**src/rtl/module_bcdabin_pkg.sv**
```systemverilog
// Shared types and constants for the keypad BCD-to-binary converter.
// Latency: n/a (types and constants only).
// Backpressure: n/a.
package module_bcdabin_pkg;

    typedef enum logic [1:0] {
        IDLE = 2'd0,   // no digits collected
        ACC  = 2'd1,   // 1..NDIG digits collected
        CONV = 2'd2,   // reverse double-dabble iterations
        DONE = 2'd3    // result published, entry state cleared
    } state_t;

    localparam logic [3:0] BCD_MAX     = 4'd9;
    localparam logic [3:0] BCD_ADJ_THR = 4'd8;
    localparam logic [3:0] BCD_ADJ     = 4'd3;

endpackage

```
**src/rtl/module_bcdabin_if.sv**
```systemverilog
// Keypad-entry bus between the digit decoder (master) and the converter (slave).
// Latency: n/a (wires only).
// Backpressure: master must hold off digit_valid/enter while ready is low.
// Ports: digit_valid/digit/enter/clear from master; ready/bin_out/bin_valid/err from slave.
interface module_bcdabin_if #(
    parameter int WIDTH = 8
);
    logic             digit_valid;
    logic [3:0]       digit;
    logic             enter;
    logic             clear;
    logic             ready;
    logic [WIDTH-1:0] bin_out;
    logic             bin_valid;
    logic             err;

    modport master (
        output digit_valid, digit, enter, clear,
        input  ready, bin_out, bin_valid, err
    );

    modport slave (
        input  digit_valid, digit, enter, clear,
        output ready, bin_out, bin_valid, err
    );
endinterface

```
**src/rtl/module_bcd_digit_adj.sv**
```systemverilog
// One BCD nibble correction step of reverse double-dabble: subtract 3 when >= 8.
// Latency: combinational.
// Backpressure: none.
// Ports: din (4-bit nibble after shift), dout (corrected nibble).
module module_bcd_digit_adj
    import module_bcdabin_pkg::*;
(
    input  logic [3:0] din,
    output logic [3:0] dout
);

    assign dout = (din >= BCD_ADJ_THR) ? (din - BCD_ADJ) : din;

endmodule

```
**src/rtl/module_bcdabin.sv**
```systemverilog
// Collects BCD digits MSD-first and converts them to binary by reverse double-dabble.
// Latency: bin_valid 4*NDIG+1 cycles after the enter edge (9 cycles for NDIG=2).
// Backpressure: ready low during CONV/DONE; digits and enter are ignored then.
// Ports: clk, rst (sync, active-high), bus (module_bcdabin_if.slave).
// Build option: define BCDABIN_SAT_EN to saturate bin_out on overflow instead of wrapping.
module module_bcdabin
    import module_bcdabin_pkg::*;
#(
    parameter int NDIG  = 2,
    parameter int WIDTH = 8
) (
    input  logic              clk,
    input  logic              rst,
    module_bcdabin_if.slave   bus
);

    localparam int BW    = 4 * NDIG;                       // BCD and shift register width
    localparam int CW    = $clog2(NDIG + 1);               // digit count width
    localparam int IW    = $clog2(4 * NDIG + 1);           // iteration count width
    localparam int RES_W = (BW > WIDTH) ? BW : WIDTH;      // room to detect overflow

    state_t           state_q, state_d;
    logic [BW-1:0]    bcd_q, sh_q;
    logic [CW-1:0]    cnt_q;
    logic [IW-1:0]    iter_q;
    logic [WIDTH-1:0] bin_out_q;
    logic             bin_valid_q, err_q;

    logic             digit_ok, cnt_full, conv_last;
    logic [2*BW-1:0]  pair_sh;
    logic [BW-1:0]    bcd_adj;
    logic [RES_W-1:0] res_ext;
    logic             ovf;
    logic [WIDTH-1:0] res_out;

    assign digit_ok  = (bus.digit <= BCD_MAX);
    assign cnt_full  = (cnt_q == CW'(NDIG));
    // After 4*NDIG iterations the binary value sits in the shift register.
    assign conv_last = (iter_q == IW'(4 * NDIG));

    // One iteration: shift the {BCD, shift} pair right, then correct each nibble.
    assign pair_sh = {bcd_q, sh_q} >> 1;

    for (genvar i = 0; i < NDIG; i++) begin : g_adj
        module_bcd_digit_adj u_adj (
            .din  (pair_sh[BW + 4*i +: 4]),
            .dout (bcd_adj[4*i +: 4])
        );
    end

    assign res_ext = RES_W'(sh_q);
    assign ovf     = ((res_ext >> WIDTH) != '0);

`ifdef BCDABIN_SAT_EN
    assign res_out = ovf ? '1 : res_ext[WIDTH-1:0];
`else
    assign res_out = res_ext[WIDTH-1:0];
`endif

    // State register.
    always_ff @(posedge clk) begin
        if (rst) state_q <= IDLE;
        else     state_q <= state_d;
    end

    // Next-state logic; clear outranks enter, which outranks a digit.
    always_comb begin
        state_d = state_q;
        if (bus.clear) begin
            state_d = IDLE;
        end else begin
            case (state_q)
                IDLE, ACC: begin
                    if (bus.enter)
                        state_d = CONV;
                    else if (bus.digit_valid && digit_ok && !cnt_full)
                        state_d = ACC;
                end
                CONV:    if (conv_last) state_d = DONE;
                DONE:    state_d = IDLE;
                default: state_d = IDLE;
            endcase
        end
    end

    // Output decode.
    always_comb begin
        bus.ready = (state_q == IDLE) || (state_q == ACC);
    end

    // Datapath: entry register, conversion iterations and result outputs.
    always_ff @(posedge clk) begin
        if (rst) begin
            bcd_q       <= '0;
            sh_q        <= '0;
            cnt_q       <= '0;
            iter_q      <= '0;
            bin_out_q   <= '0;
            bin_valid_q <= 1'b0;
            err_q       <= 1'b0;
        end else begin
            bin_valid_q <= 1'b0;
            err_q       <= 1'b0;
            if (bus.clear) begin
                bcd_q  <= '0;
                sh_q   <= '0;
                cnt_q  <= '0;
                iter_q <= '0;
            end else begin
                case (state_q)
                    IDLE, ACC: begin
                        if (bus.enter) begin
                            sh_q   <= '0;
                            iter_q <= '0;
                        end else if (bus.digit_valid) begin
                            if (!digit_ok) begin
                                err_q <= 1'b1;
                            end else if (!cnt_full) begin
                                bcd_q <= (bcd_q << 4) | BW'(bus.digit);
                                cnt_q <= cnt_q + 1'b1;
                            end
                        end
                    end
                    CONV: begin
                        if (conv_last) begin
                            bin_out_q   <= res_out;
                            bin_valid_q <= 1'b1;
                            err_q       <= ovf;
                        end else begin
                            bcd_q  <= bcd_adj;
                            sh_q   <= pair_sh[BW-1:0];
                            iter_q <= iter_q + 1'b1;
                        end
                    end
                    DONE: begin
                        bcd_q  <= '0;
                        sh_q   <= '0;
                        cnt_q  <= '0;
                        iter_q <= '0;
                    end
                    default: ;
                endcase
            end
        end
    end

    assign bus.bin_out   = bin_out_q;
    assign bus.bin_valid = bin_valid_q;
    assign bus.err       = err_q;

endmodule

```
**src/flat_wrapper.sv**
```systemverilog
// flat-port wrapper written by rule: the top's interface ports become plain ports
module module_bcdabin_flat import module_bcdabin_pkg::*;
#(
    parameter int NDIG  = 2,
    parameter int WIDTH = 8
)
  (clk, rst, bus_digit_valid, bus_digit, bus_enter, bus_clear, bus_ready, bus_bin_out, bus_bin_valid, bus_err);
  module_bcdabin_if #(.WIDTH(WIDTH)) bus_i ();
  input  logic clk;
  input  logic rst;
  input wire logic [$bits(bus_i.digit_valid)-1:0] bus_digit_valid;
  input wire logic [$bits(bus_i.digit)-1:0] bus_digit;
  input wire logic [$bits(bus_i.enter)-1:0] bus_enter;
  input wire logic [$bits(bus_i.clear)-1:0] bus_clear;
  output wire logic [$bits(bus_i.ready)-1:0] bus_ready;
  output wire logic [$bits(bus_i.bin_out)-1:0] bus_bin_out;
  output wire logic [$bits(bus_i.bin_valid)-1:0] bus_bin_valid;
  output wire logic [$bits(bus_i.err)-1:0] bus_err;
  assign bus_i.digit_valid = bus_digit_valid;
  assign bus_i.digit = bus_digit;
  assign bus_i.enter = bus_enter;
  assign bus_i.clear = bus_clear;
  assign bus_ready = bus_i.ready;
  assign bus_bin_out = bus_i.bin_out;
  assign bus_bin_valid = bus_i.bin_valid;
  assign bus_err = bus_i.err;
  module_bcdabin #(.NDIG(NDIG), .WIDTH(WIDTH)) u_core (.clk(clk), .rst(rst), .bus(bus_i));
endmodule
```
**config.mk**
```make
export PLATFORM = sky130hd
export DESIGN_NAME = module_bcdabin_flat
export DESIGN_NICKNAME = d
export VERILOG_FILES = /design/src/rtl/module_bcdabin_pkg.sv /design/src/rtl/module_bcdabin_if.sv /design/src/rtl/module_bcd_digit_adj.sv /design/src/rtl/module_bcdabin.sv /design/src/flat_wrapper.sv
export SDC_FILE = /design/constraint.sdc
export NUM_CORES = 1
export LEC_CHECK = 0
export ABC_AREA = 1
export CAP_MARGIN = 20
export CORE_MARGIN = 1.5
export CORE_UTILIZATION = 30
export DETAILED_ROUTE_END_ITERATION = 6
export PLACE_DENSITY_LB_ADDON = 0.3
export SYNTH_ARGS = -nofsm -noshare
export SYNTH_HDL_FRONTEND = slang
export SYNTH_HIERARCHICAL = 1
export SYNTH_SLANG_ARGS = --single-unit
```
**constraint.sdc**
```tcl
create_clock -name clk -period 1.5 [get_ports clk]
set_input_delay 0.3 -clock clk [delete_from_list [all_inputs] [get_ports clk]]
set_output_delay 0.3 -clock clk [all_outputs]
set_load 0.02 [all_outputs]
```
* Word-level counts from Yosys, hierarchy flattened *
Index checks and enable logic that the tools add are counted.

cells by class
  $add $sub $neg = 4
  $mul = 0
  divide/modulo/power cells = 0
  magnitude comparators = 3
  eq/ne operators = 13
  shifts and indexed selects = 0
  muxes and demuxes = 25
  bitwise gates (word level) = 5
  reductions and logical operators = 15

operators with widths
  kind                 count
  $mux 8               7
  $pmux 8 s3           2
  $mux 4               4
  $mux 2               7
  $pmux 4 s3           1
  $ne 2x2->1 const B   5
  $reduce_and 5->1     2
  $or 8x4->8           1
  $eq 2x2->1 const B   3
  $pmux 2 s3           1
  $reduce_or 5->1      1
  $add 4x1->4 const B  1
  $eq 4x4->1 const B   1
  $ge 3x4->1 const B   1
  $ge 4x4->1 const B   1
  $le 4x4->1 const B   1
  $ne 2x1->1 const B   2
  $not 1->1            4
  $pmux 2 s2           1
  $reduce_and 2->1     2
  $reduce_or 2->1      2
  $sub 3x2->4 const B  1
  $sub 4x2->4 const B  1
  $ne 3x2->1 const B   1
  other kinds (10)     12

word-level totals
  register bits = 34
  latch bits = 0
  RAM bits = 0
  ROM bits = 0
  input port bits = 9
  output and inout port bits = 11
  memories kept = 0

* Longest topological paths before layout *
  depth in word-level cells = 6
  mapped depth = 12
  gate-level depth less buffers = 12

* By module *
The synthesis kept the hierarchy.

modules (own cells, without submodules)
  module                instances  cells an instance  area each (µm²)
  module_bcdabin        1          234                1584.0
  module_bcd_digit_adj  2          16                 88.8

* Worst setup path before layout *
Ideal clock, no wire load.

  path kind = reg2reg
  start = register u_core.bcd_q[1]
  end = register u_core.bcd_q[1]
  library setup time = 0.113 ns
  arrival time = 1.140 ns
  slack = 0.247 ns
  stages on the path, launching flop included = 11
  path buffers = 0
  path through = dfxtp_1 -> inv_1 -> ha_1 -> nand2_1 -> o21ai_0 -> nand2_1 -> nand2_1 -> inv_1 -> nand3_1 -> nand2_1 -> nor2_1

on the way
  longest elaborated chain between the ends = 4
  elaborated cells on any way between the ends = 5

ends and longest elaborated chain
  what                                              RTL line                    text
  start, declared                                   module_bcdabin.sv:23        logic [BW-1:0] bcd_q, sh_q;
  start signal, assigned                            module_bcdabin.sv:119       bcd_q <= (bcd_q << 4) | BW'(bus.digit);
  start signal, assigned                            module_bcdabin.sv:130       bcd_q <= bcd_adj;
  $sub 4x2->4 / $ge 4x4->1 (equally long branches)  module_bcd_digit_adj.sv:12  assign dout = (din >= BCD_ADJ_THR) ? (din - BCD_ADJ) : din;
  $mux 4 (*)                                        module_bcd_digit_adj.sv:12
  net u_core.bcd_adj[1]                             module_bcdabin.sv:31        logic [BW-1:0] bcd_adj;
  $mux 8 (*)                                        module_bcdabin.sv:125       if (conv_last) begin
  $pmux 8 s3 (*)                                    module_bcdabin.sv:110       case (state_q)

Mark *: on every way through the listed nets, which the timed path passes. The rest lies on a longest branch. The select of a mux whose other input is x is not followed.
A chain may end at the register's enable or synchronous reset.

* Worst setup path after layout *
  start = register u_core.cnt_q[0]
  end = register u_core.bcd_q[5]

on the way
  longest elaborated chain between the ends = 3

ends and longest elaborated chain
  what                               RTL line               text
  start, declared                    module_bcdabin.sv:24   logic [CW-1:0] cnt_q;
  start signal, assigned             module_bcdabin.sv:120  cnt_q <= cnt_q + 1'b1;
  $eq 2x2->1                         module_bcdabin.sv:37   assign cnt_full = (cnt_q == CW'(NDIG));
  $ne 2x2->1 (no source line)        -
  $reduce_and 5->1 (no source line)  -

Every way passes these cells.

==> out/results.env <==
CP-STARTPOINT='u_core/cnt_q[0]'
CRIT-REG2REG-CAPTURE='u_core/bcd_q[5]'
CRITICAL_PATH_CLASS='reg2reg'
CTS-ROOT-TO-SINK-BUFFERS=2
POST_DRT_WL_PER_CELL_UM=9.81
CORE_UTIL_FINAL_PCT=41.2
SEQ_TOTAL_AREA_YOSYS_PCT=38.6
CTSROOTBUFFERMASTER='clkbuf_8'
DRT-TOTAL-WL_UM=3780
FINALCRITPERIODSHARE_PCT=91.1
DP.FINAL_HPWL_UM=2820
POSTSYNTH.ASYNCRESETSHARE_PCT=0
YS_SEQ_ELEMENTS=34
HOLDWS_NS=0.458
FLOORPLAN.IO_PINS=20
RSZ0062_AT_GRT='true'
SYNTH_ENABLE_FLOP_CELLS=0
FINISH.INSTANCE_AREA_UM2=2300
TIMING.CRITICAL_PATH.MAX_DELAY_FAMILY='simple AND/OR/NAND/NOR gates'
SYN-INSTANCE-COUNT=266
GRT_FIRST_PASS_WIRELENGTH_UM=6860
SETUP.WORST_PATH.END='u_core/bcd_q[5]'
FINAL.FILL_COUNT=604
GRT_RESOURCE_USAGE_TOTAL_PCT=13.6
MAX_CLOCK_FREQ_GHz=0.732
HOLDBUFCOUNTCTS=0
PLACED_CELLS_INCL_TAPS=375
CPPEAKSTAGEDELAY_NS=0.31
DIE_W_UM=79.6
YS_DOMINANT_REG_CELL='dfxtp_1'
CTS_MAX_LEVEL=2
FINALWORSTPATHREQUIREDPERIOD_NS=1.37
WORSTPATHBUFFERINVERTERCOUNT=2
OUTCOME='completed'
GP_CONGESTION=0.780
DPL_WORST_SLACK_NS=-0.125
PORT_BUFFERS=19
STATIC-LEAKAGE-POWER_nW=1.04
VDD_DROP_MAX_mV=0.462
DRC=0
MIN_PATH_TYPE='reg2reg'
WORST_SETUP_HOLD_PATH_CLK_SLEW_NS=0.07
YOSYS_WARNINGS=6
POST_ROUTE_CELLS_DRIVE_ABOVE_1_SHARE_PCT=12.5
STDCELL_COUNT=385
REQUIRED_NS=1.68
ENDPOINT_KIND='register'
POST_DP_CELL_AREA_UM2=2160
MAXIMUM_NUMBER_OF_PINS_ON_ONE_NET_BEFORE_GLOBAL_ROUTE_REPAIR=11
NUM_ANTENNA_CELLS=0
CRIT_PATH_CELL_TRACE='inv_1, ha_1, inv_1, nand2_1, nor2_1, nand2_1, nand2_4, nand3_1, nand2_1, nor2_1'
DR.FIRST_ITER.DRC_COUNT=42
TIMING.CRITICAL_PATH.DEPTH=10
WORST_PATH_MAX_DELAY_CELL='dfxtp_1'
REPORT.FINAL.SLEW_VIOL_COUNT=0
CPMOSTUSEDCELL='nand2_1'
ROWS=27
FLOORPLAN.DIE.HEIGHT_UM=79.6
AVGVIACOUNTPERCELL=4.40
DETAILEDROUTE.FIRSTPASSITERATIONCOUNT=4
ANTENNA_LEFT=0
FIN_NETS=329
GLOBALROUTE.TOTALOVERFLOW=0
SYNTH_AREA_UM2=1760
SYNTHDISTINCTLIBCELLS=23
FINAL.SETUP_SKEW_NS=0.00719
GRT_ANTENNA_BEFORE_REPAIR=0
TRITONCTS_CLOCK_TREE='yes'
CTS_INSERTED_BUFFERS=5
CP.ARRIVAL_NS=1.55
FP.DIEAREA_UM2=6340
SYN2LAYOUT_AREA_GROWTH_PCT=30.5
REG2REGPATHDEPTH=10
TIMING_HOLD_VIOLATIONS_FINAL=0
FIRST_GLOBAL_VIAS=1551
CRIT_PATH_START_KIND='register'
SETUP_VIOL=0
SYN_AVG_CELL_AREA_UM2=6.62
EFFECTIVE_UTILIZATION_AT_FLOORPLAN_PCT=31.6
MAXCAPVIOLATIONS=0
FIN_WS_NS=0.134
WORST_SKEW_PAIR.LATE_LATENCY_NS=0.28
CLOCK_SINKS=34
R2R_START='u_core/cnt_q[0]'
FF2FF_SETUP_SLACK_NS=0.13
CORE_REGION_AREA_UM2=5570
PATH_MAX_FANOUT=8
VIA_COUNT=1694
PWR_DENSITY_CELL_nW_PER_UM2=874
per-stage QoR:
| stage | TNS, ns | total power, mW |
|---|---|---|
| after detailed placement | -1.42 | 1.18 |
| final | 0 | 2.01 |
| after global placement | -1.17 | 1.17 |
| after floorplan | 0 | 1.08 |
| after CTS | 0 | 2.04 |
| after global routing | -0.0179 | 2.12 |
cells in the mapped netlist (3+ instances only):
cell type	number	area, um^2
buf_2	3	15.0
nor2_1	30	113
dfxtp_1	34	681
a21oi_1	21	105
nand2_2	3	18.8
inv_1	32	120
ha_1	7	87.6
nand3_1	24	120
nand2_1	90	338
o21ai_0	4	20.0
cell type report:
class / instances / area, um^2 / area share [%]
inverters: 35 / 131 / 5.72
flip-flops and latches: 34 / 683 / 29.7
clock inverters: 1 / 30.0 / 1.31
clock buffers: 6 / 82.6 / 3.59
repair buffers: 41 / 345 / 15.0
well taps: 72 / 90.1 / 3.92
multi-input cells: 196 / 936 / 40.7
layer usage:
metal | share of wire, % | vias to the layer above | track usage [%] | routed length, um
li1 | - | 904 | - | -
met1 | 46 | 760 | 16.6 | 1740
met2 | 48 | 28 | 23.4 | 1820
met3 | 5.2 | 2 | 3.54 | 198
met4 | 0.48 | 0 | 4.21 | 18
met5 | 0 | - | 0 | 0
registers in the layout (all words and copies together) (netlist names):
register              cells
u_core/res_ext            8
u_core/iter_q             4
u_core/bus.err            1
u_core/bus.bin_out        8
u_core/bus.bin_valid      1
u_core/state_q            2
u_core/cnt_q              2
u_core/bcd_q              8
cell usage in the layout (no fill, tap or decap), drive strengths merged:
| cell | instances |
|---|---|
| dfxtp | 34 |
| dlymetal6s2s | 1 |
| or2 | 1 |
| nand4 | 1 |
| buf | 22 |
| clkdlybuf4s50 | 8 |
| nand2 | 93 |
| dlygate4sd2 | 10 |
| conb | 6 |
| xor2 | 2 |
| inv | 33 |
| o21ai | 5 |
| nand3 | 24 |
| a21oi | 21 |
| ha | 7 |
| nor4 | 1 |
| nor2 | 33 |
| a21boi | 2 |
| bufinv | 1 |
| clkbuf | 6 |
| clkinv | 2 |
tightest hold or removal path: stages (launching register included):
cell and delay [ns]:
dfxtp_1 0.31, nand2_1 0.06, a21oi_1 0.05
cell families (layout without fill, tap and decap cells):
kind of cell             Yosys count  in the layout  synth area share, %
adder cells (fa/ha/maj)            7              7                 4.97
XOR/XNOR                           2              2                0.994
other                              1              6                0.213
flip-flops                        34             34                 38.6
buffers and inverters             41             83                 10.0
AO/OA/AOI/OAI                     28             28                 8.24
AND/OR/NAND/NOR                  153            153                 36.9
worst min path at each step:
stage | startpoint | to | slack [ns] | cells past startpoint
after global routing | u_core/bus.bin_out[5] | u_core/bus.bin_out[5] | 0.48 | 2
after detailed placement | u_core/bus.bin_out[5] | u_core/bus.bin_out[5] | 0.45 | 2
after CTS | u_core/bus.bin_out[5] | u_core/bus.bin_out[5] | 0.46 | 2
after floorplan | u_core/res_ext[0] | u_core/res_ext[0] | 0.44 | 2
after global placement | u_core/cnt_q[1] | u_core/cnt_q[1] | 0.45 | 2
final | u_core/bus.bin_out[5] | u_core/bus.bin_out[5] | 0.46 | 2
where the power goes:
part | total, mW | internal [mW] | switching (mW)
clock network | 0.852 | 0.531 | 0.320
logic | 0.229 | 0.0990 | 0.130
registers | 0.929 | 0.915 | 0.0134
timing repair:
action	in CTS	in global routing
buffers inserted	0	3
pin swaps	0	4
setup endpoints to repair	10	21
resized for setup	10	6
No activity file was read; power rests on OpenSTA's default activity.
